--- src/rtl/feaddsub.sv ---
`default_nettype none
// =============================================================================
// feaddsub : limb-serial modular adder/subtractor over p = 2^W - C (rev 1.0)
// =============================================================================
module feaddsub #(
  parameter int W    = 255,
  parameter int C    = 19,
  parameter int LIMB = 64
) (
  input  logic         i_clk,
  input  logic         i_rst_n,
  input  logic         i_start,
  input  logic         i_op,
  input  logic [W-1:0] i_a,
  input  logic [W-1:0] i_b,
  output logic         o_busy,
  output logic         o_done,
  output logic [W-1:0] o_out
);

  localparam int NLIMB = (W + LIMB - 1) / LIMB;
  localparam int WP    = NLIMB * LIMB;
  localparam int IW    = (NLIMB > 1) ? $clog2(NLIMB) : 1;
  localparam logic [WP-1:0] c_P = ({WP{1'b1}} >> (WP - W)) - WP'(C - 1);

  typedef enum logic [1:0] {
    S_IDLE = 2'd0,
    S_RUN  = 2'd1,
    S_SEL  = 2'd2
  } state_t;

  state_t          r_state;
  state_t          w_next;
  logic [IW-1:0]   r_idx;
  logic [WP-1:0]   r_a, r_b, r_p;
  logic [WP-1:0]   r_x, r_y;
  logic            r_op;
  logic            r_c1;
  logic [1:0]      r_c2;
  logic            r_busy, r_done;
  logic [W-1:0]    r_out;

  logic [LIMB-1:0] w_al, w_bl, w_pl;
  logic [LIMB:0]   w_x;
  logic [LIMB+1:0] w_y;
  logic            w_last;
  logic            w_sel_y;
  logic [W-1:0]    w_res;

  // Both chains are single three-input adders: chain 1 is a +/- b, chain 2
  // folds the modulus in directly (a + b - p, or a - b + p) so no chain waits
  // on the other. Operands are zero-padded to WP bits; the inverted padding
  // makes each subtraction a proper two's complement over WP bits.
  always_comb begin
    w_al    = LIMB'(r_a);
    w_bl    = r_op ? ~LIMB'(r_b) : LIMB'(r_b);
    w_pl    = r_op ? LIMB'(r_p) : ~LIMB'(r_p);
    w_x     = {1'b0, w_al} + {1'b0, w_bl} + {{LIMB{1'b0}}, r_c1};
    w_y     = {2'b00, w_al} + {2'b00, w_bl} + {2'b00, w_pl} + {{LIMB{1'b0}}, r_c2};
    w_last  = (r_idx == IW'(NLIMB - 1));
    // add: carry out of a+b-p means s >= p; sub: no carry out of a-b means a < b
    w_sel_y = r_op ? ~r_c1 : (r_c2 != 2'd0);
    w_res   = w_sel_y ? W'(r_y) : W'(r_x);
  end

  always_ff @(posedge i_clk or negedge i_rst_n) begin
    if (!i_rst_n) begin
      r_state <= S_IDLE;
    end else begin
      r_state <= w_next;
    end
  end

  always_comb begin
    w_next = r_state;
    case (r_state)
      S_IDLE:  if (i_start) w_next = S_RUN;
      S_RUN:   if (w_last) w_next = S_SEL;
      S_SEL:   w_next = S_IDLE;
      default: w_next = S_IDLE;
    endcase
  end

  always_ff @(posedge i_clk or negedge i_rst_n) begin
    if (!i_rst_n) begin
      r_idx  <= '0;
      r_a    <= '0;
      r_b    <= '0;
      r_p    <= '0;
      r_x    <= '0;
      r_y    <= '0;
      r_op   <= 1'b0;
      r_c1   <= 1'b0;
      r_c2   <= 2'd0;
      r_busy <= 1'b0;
      r_done <= 1'b0;
      r_out  <= '0;
    end else begin
      r_done <= 1'b0;
      r_busy <= (r_state == S_RUN);
      case (r_state)
        S_IDLE: begin
          if (i_start) begin
            r_a   <= WP'(i_a);
            r_b   <= WP'(i_b);
            r_p   <= c_P;
            r_op  <= i_op;
            r_idx <= '0;
            r_c1  <= i_op;
            r_c2  <= 2'd1;
          end
        end
        S_RUN: begin
          r_a   <= r_a >> LIMB;
          r_b   <= r_b >> LIMB;
          r_p   <= r_p >> LIMB;
          r_c1  <= w_x[LIMB];
          r_c2  <= w_y[LIMB+1:LIMB];
          r_x   <= WP'({w_x[LIMB-1:0], r_x} >> LIMB);
          r_y   <= WP'({w_y[LIMB-1:0], r_y} >> LIMB);
          r_idx <= r_idx + 1'b1;
        end
        S_SEL: begin
          r_out  <= w_res;
          r_done <= 1'b1;
        end
        default: ;
      endcase
    end
  end

  assign o_busy = r_busy;
  assign o_done = r_done;
  assign o_out  = r_out;

endmodule
`default_nettype wire

--- config.mk ---
export PLATFORM = sky130hd
export DESIGN_NAME = feaddsub
export DESIGN_NICKNAME = d
export VERILOG_FILES = /design/src/rtl/feaddsub.sv
export SDC_FILE = /design/constraint.sdc
export NUM_CORES = 2
export LEC_CHECK = 0
export CORE_ASPECT_RATIO = 1.2
export CORE_MARGIN = 2
export CORE_UTILIZATION = 31
export DETAILED_ROUTE_END_ITERATION = 7
export PLACE_DENSITY = 0.58
export SLEW_MARGIN = 40
export SYNTH_ARGS = -nofsm -noshare
export SYNTH_HDL_FRONTEND = slang
export SYNTH_SLANG_ARGS = --single-unit
--- constraint.sdc ---
create_clock -name i_clk -period 7.7 [get_ports i_clk]
set_clock_uncertainty 0.15 [all_clocks]
set_input_delay 0.77 -clock i_clk [delete_from_list [all_inputs] [get_ports i_clk]]
set_output_delay 0.77 -clock i_clk [all_outputs]
set_load 0.01 [all_outputs]
# After elaboration in Yosys (flattened, before gate mapping)

Index checks and enable logic that the tools add are counted.

Register bits: 1545

Reduce and logical (&&, ||, !) cells: 6
Bitwise logic cells: 3
Add/subtract/negate cells: 6
Muxes and demuxes: 19
Eq/ne operators: 5

Operator list:

| operator                                                               | count |
|---|---|
| 256-bit case mux with 2 select lines                                   | 3 |
| 256-bit two-way mux                                                    | 3 |
| 255-bit two-way mux                                                    | 1 |
| 64-bit by 64-bit adder with 65-bit output                              | 2 |
| 64-bit two-way mux                                                     | 2 |
| 64-bit NOT                                                             | 2 |
| 65-bit by 64-bit adder with 66-bit output                              | 1 |
| 66-bit by 2-bit adder with 66-bit output                               | 1 |
| 65-bit by 1-bit adder with 65-bit output                               | 1 |
| 2-bit case mux with 2 select lines                                     | 3 |
| 2-bit two-way mux                                                      | 3 |
| 2-bit AND reduction                                                    | 3 |
| 2-bit equality test (second input constant)                            | 2 |
| 2-bit != test (second input constant)                                  | 2 |
| 2-bit nonzero test                                                     | 2 |
| 1-bit two-way mux                                                      | 3 |
| 2-bit by 1-bit adder with 2-bit output (second input constant)         | 1 |
| 2-bit by 1-bit equality test with 1-bit output (second input constant) | 1 |
| 2-bit logical NOT                                                      | 1 |
| 1-bit case mux with 2 select lines                                     | 1 |
| 1-bit NOT                                                              | 1 |

# Longest topological paths before layout

Depth after elaboration: 6
Gate-level depth with buffers: 20
Depth with buffers taken out: 17

# Least setup slack after synthesis

OpenSTA, ideal clock, no wires.

Path type: register -> register
Start point: register r_op
End point: register r_c2[0]
Period minus slack after synthesis: 6.682 ns
Path slack: 1.018 ns
Data arrival time: 6.432 ns
Required time: 7.449 ns
Setup time: 0.101 ns
Stages on the path, launching flop included: 19
Cell sequence: dfrtp_1 > clkbuf_1 > buf_1 > xnor2_1 > inv_1 > fa_1 > inv_1 > ha_1 > ha_1 > clkbuf_1 > nand4_1 > or4_1 > nor2_1 > nor4bb_1 > a211oi_2 > a21oi_2 > a21boi_1 > mux2i_1 > nor4_1

Longest elaborated chain between the ends: 5
Elaborated cells between the ends (all ways): 6
Classes of those cells: add/sub (3); mux (3)

RTL lines:

| element                                     | RTL line | RTL |
|---|---|---|
| start, declared                             | 37       | `logic r_op;` |
| start signal, assigned                      | 107      | `r_op <= i_op;` |
| 64-bit two-way mux                          | 56       | `w_bl = r_op ? ~LIMB'(r_b) : LIMB'(r_b);` |
| 64-bit by 64-bit adder with 65-bit output   | 59       | `w_y = {2'b00, w_al} + {2'b00, w_bl} + {2'b00, w_pl} + {{LIMB{1'b0}}, r_c2};` |
| 65-bit by 64-bit adder with 66-bit output * | 59       |  |
| 66-bit by 2-bit adder with 66-bit output *  | 59       |  |
| 2-bit case mux with 2 select lines *        | 101      | `case (r_state)` |
| end signal, assigned                        | 118      | `r_c2 <= w_y[LIMB+1:LIMB];` |
| end, declared                               | 39       | `logic [1:0] r_c2;` |

Mark *: on every way between the ends. The rest lies on a longest branch, timed or not.
A chain may end at the register's enable or synchronous reset.

# Final worst setup path

Start point: register r_op
End point: register r_y[247]

Longest elaborated chain between the ends: 4
Elaborated cells between the ends (all ways): 5
Classes of those cells: add/sub (3); mux (2)

RTL lines:

| element                                     | RTL line | RTL |
|---|---|---|
| 64-bit two-way mux                          | 56       |  |
| 64-bit by 64-bit adder with 65-bit output   | 59       |  |
| 65-bit by 64-bit adder with 66-bit output * | 59       |  |
| 66-bit by 2-bit adder with 66-bit output *  | 59       |  |
| end signal, assigned                        | 120      | `r_y <= WP'({w_y[LIMB-1:0], r_y} >> LIMB);` |
| end, declared                               | 36       | `logic [WP-1:0] r_x, r_y;` |

Marks and branches as above.

==> impl_summary.txt <==
----------------------------------------------------
[Worst setup path]
  Nature of the critical path endpoint ... flop
  Minimum setup slack among reg-to-reg paths ... 1590 ps
  Data required time at the worst endpoint ... 8200 ps
  Startpoint type of the worst setup path ... flop
  Data arrival time of the worst path ... between 6000 and 7000 ps
  Type of the setup path with the least slack ... flop to flop
  Reg2Reg Capture Point ... r_y[247]
  FF-to-FF Start ... r_op
  Largest driver fanout on the critical path ... 39
  Count of cells along the worst register-to-register path ... 17

[Clock tree]
  Number of buffers between clock root and the deepest sink ... 3
  Number of CTS-inserted buffers ... 142
  Htree depth ... 4
  Number of sinks handled by clock tree synthesis ... 1292
  Library cell used as clock root buffer ... clkbuf_16
  CTS tree ... built
  Gates resized, CTS repair ... 0
  Clock transition at the registers of the reported paths ... 60 ps
  Clock latency reported for the late side of the worst-skew pair ... 810 ps

[Final layout]
  Layout Nets ... ~8400
  Non-filler instance count after layout ... 10434
  Fin util ... 0.389
  Share of layout cells above drive strength 1 ... 0.0444
  Layout area overhead ... 24.4%
  Filler cells ... 20583

[STA]
  Final setup TNS ... 0 ps
  Total count of hold-check failures in the final report ... 0
  Tmin final ... 6110 ps
  Count of final setup violators ... 0
  Slew at the pin closest to its max-slew limit ... 860 ps
  Max Slew Vio Count ... 0
  Highest clock frequency the design can meet ... around 160 MHz
  Remaining max-slew budget at the tightest pin ... 0.427
  Tcrit/Tclk final ... 0.793
  Setup repair after global routing missed its margin ... false

[Global routing]
  Global-route usage over all layers ... 0.207
  Wire length of the first global-routing pass ... 330000 um
  Sum of overflow across all layers after global routing ... 0
  Antenna violations before repair ... 67
  Number of global-route vias before repair ... approximately 51000
  Pin count of the biggest net entering global routing ... 196

[Detailed routing]
  Post-DR vias/cell ... 4.92
  Pre-antenna DRT Iters ... 6
  Number of nets with antenna violations after detailed routing ... 0
  Routed wire length per instance ... around 21 um
  Total wirelength of the detailed-routed design ... 219000 um
  # DRC ... 0
  Routed via count ... 51338
  Drt first-iter violations ... 3828

[Synth]
  Unique cell type count in the Yosys netlist ... 85
  Syn Area/Cell ... roughly 9 um2
  Async set-reset flop share out of synthesis ... 1.00
  Post-synthesis instance area ... ~63000 um2
  Post-Synthesis Cells ... approximately 7100
  Register bit total from synthesis ... between 1000 and 1500
  Syn Nets ... 7883
  Warnings, synthesis ... 0
  Predominant post-synthesis flop cell ... dfrtp_1
  EDFF count, synth ... 0
  Fraction of the yosys area taken by sequential cells ... 0.510

[Place]
  Post-Place Cells ... 10133
  Dpl hpwl ... approximately 160000 um
  RD Place Congestion ... 0.899
  Count of input and output buffers ... 770

[Die]
  Number of standard-cell rows in the floorplan ... 181
  Die X-Extent ... 417 um
  Initial cell density of the core ... 0.312
  Area of the die ... 208000 um2
  Chip height ... about 500 um
  Number of primary I/O pins ... 771
  Core box area ... roughly 200000 um2

[Worst hold path]
  Hold Crit Class ... flop to flop
  Launch point of the worst hold path ... r_x[191]
  Hold-critical path depth ... 2
  End point of the worst hold path ... r_x[127]

[Run]
  Count of maximum capacitance violations ... 0

[Outcome]
  Status ... finished, final reports clean

----------------------------------------------------
## metrics by stage
stage	hold WS, ps	worst slack [ps]	instance area (um2)
final	316	1590	78900
after global routing	319	1320	78900
after CTS	284	1660	78600
after detailed placement	310	1670	73600
after global placement	307	1780	73300
after floorplan	289	1020	63400
## per-layer routing
metal | part of all wire | GRT usage
met4 | 0.026 | 0.0632
met3 | 0.056 | 0.0451
met2 | 0.46 | 0.323
met1 | 0.46 | 0.286
met5 | 0.0018 | 0
## layout by cell type, fill, tap and decap left out, types with 30 or more instances in the layout
| cell | netlist | final |
|---|---|---|
| nand4_1 | 43 | 43 |
| fa_1 | 68 | 68 |
| ha_1 | 191 | 191 |
| a21oi_1 | 159 | 158 |
| clkbuf_16 | 0 | 142 |
| clkdlybuf4s50_1 | 0 | 769 |
| inv_1 | 253 | 252 |
| a21o_1 | 65 | 65 |
| diode_2 | 0 | 31 |
| o21bai_1 | 32 | 32 |
| buf_4 | 6 | 30 |
| xor2_1 | 109 | 109 |
| clkbuf_8 | 0 | 33 |
| xnor2_1 | 61 | 60 |
| a31oi_1 | 401 | 401 |
| clkbuf_1 | 418 | 30 |
| nor2_1 | 463 | 463 |
| dfrtp_1 | 1292 | 1291 |
| mux2i_1 | 258 | 258 |
| o21ai_0 | 419 | 419 |
| nand2_1 | 2422 | 2421 |
| a22o_1 | 128 | 128 |
## cell families (layout without fill, tap and decap cells)
| group | after synthesis | count (layout) | synth area share |
|---|---|---|---|
| simple gates | 3063 | 3063 | 0.188 |
| other cells | 0 | 31 | 0 |
| compound gates | 1352 | 1352 | 0.135 |
| buf+inv | 716 | 1356 | 0.0436 |
| fa+ha+maj | 259 | 259 | 0.0592 |
| xor+xnor | 170 | 170 | 0.0235 |
| flops | 1292 | 1292 | 0.510 |
| mux | 258 | 258 | 0.0407 |
## Yosys cell counts (68+ instances only)
master    count  share of area
xor2_1      109          0.015
mux2i_1     258          0.041
inv_1       253          0.015
a22o_1      128          0.018
dfrtp_1    1292           0.51
a21oi_1     159          0.013
nor2_1      463          0.027
nand2_1    2422           0.14
a31oi_1     401          0.040
ha_1        191          0.038
clkbuf_1    418          0.025
o21ai_0     419          0.033
fa_1         68          0.021
## worst max path at each step
| stage | to | slack (ps) | depth (start not counted) | from |
|---|---|---|---|---|
| after floorplan | r_c2[0] | 1020 | 18 | r_op |
| after global placement | r_y[253] | 1780 | 16 | r_op |
| after detailed placement | r_y[253] | 1670 | 16 | r_op |
| after CTS | r_y[253] | 1660 | 16 | r_op |
| after global routing | r_y[253] | 1320 | 16 | r_op |
| final | r_y[247] | 1590 | 17 | r_op |
## final cells by class
| cell class | count | area [um2] | share of cell area |
|---|---|---|---|
| sequential | 1292 | 32300 | 0.410 |
| clock inverter | 57 | 922 | 0.0117 |
| timing repair buffer | 840 | 8770 | 0.111 |
| inverter | 254 | 961 | 0.0122 |
| clock buffer | 205 | 4120 | 0.0522 |
| antenna | 31 | 77.6 | 0.000983 |
| multi-input combinational | 5102 | 28400 | 0.360 |
| tap | 2653 | 3320 | 0.0421 |
## state kept, by name, indices dropped and copies added, names as in the netlist
signal and flops:
o_busy 1, r_p 5, r_idx 2, r_b 255
r_c2 2, r_x 256, r_y 256, r_a 255
o_out 255, r_op 1, r_state 2, r_c1 1
o_done 1
## repair_timing
item                                   4_1_cts  5_1_grt
hold buffers                                 1        0
setup buffers                                0        0
endpoints found under the hold margin      123        0
## critical path, cell delays in order, from the launching register on
cell	delay, ps
dfrtp_4	780
buf_4	660
xor2_1	290
inv_1	100
fa_1	510
inv_1	40
ha_1	290
ha_1	390
a21oi_1	310
nand2_1	100
a221oi_1	540
and3_1	450
a21oi_1	120
a211oi_1	420
buf_4	250
o211ai_1	190
xnor2_1	190
o21ai_1	70
Power is left out: the tool's default activity adds up to more than one toggle a clock period on the data nets, which glitch-free logic cannot reach.
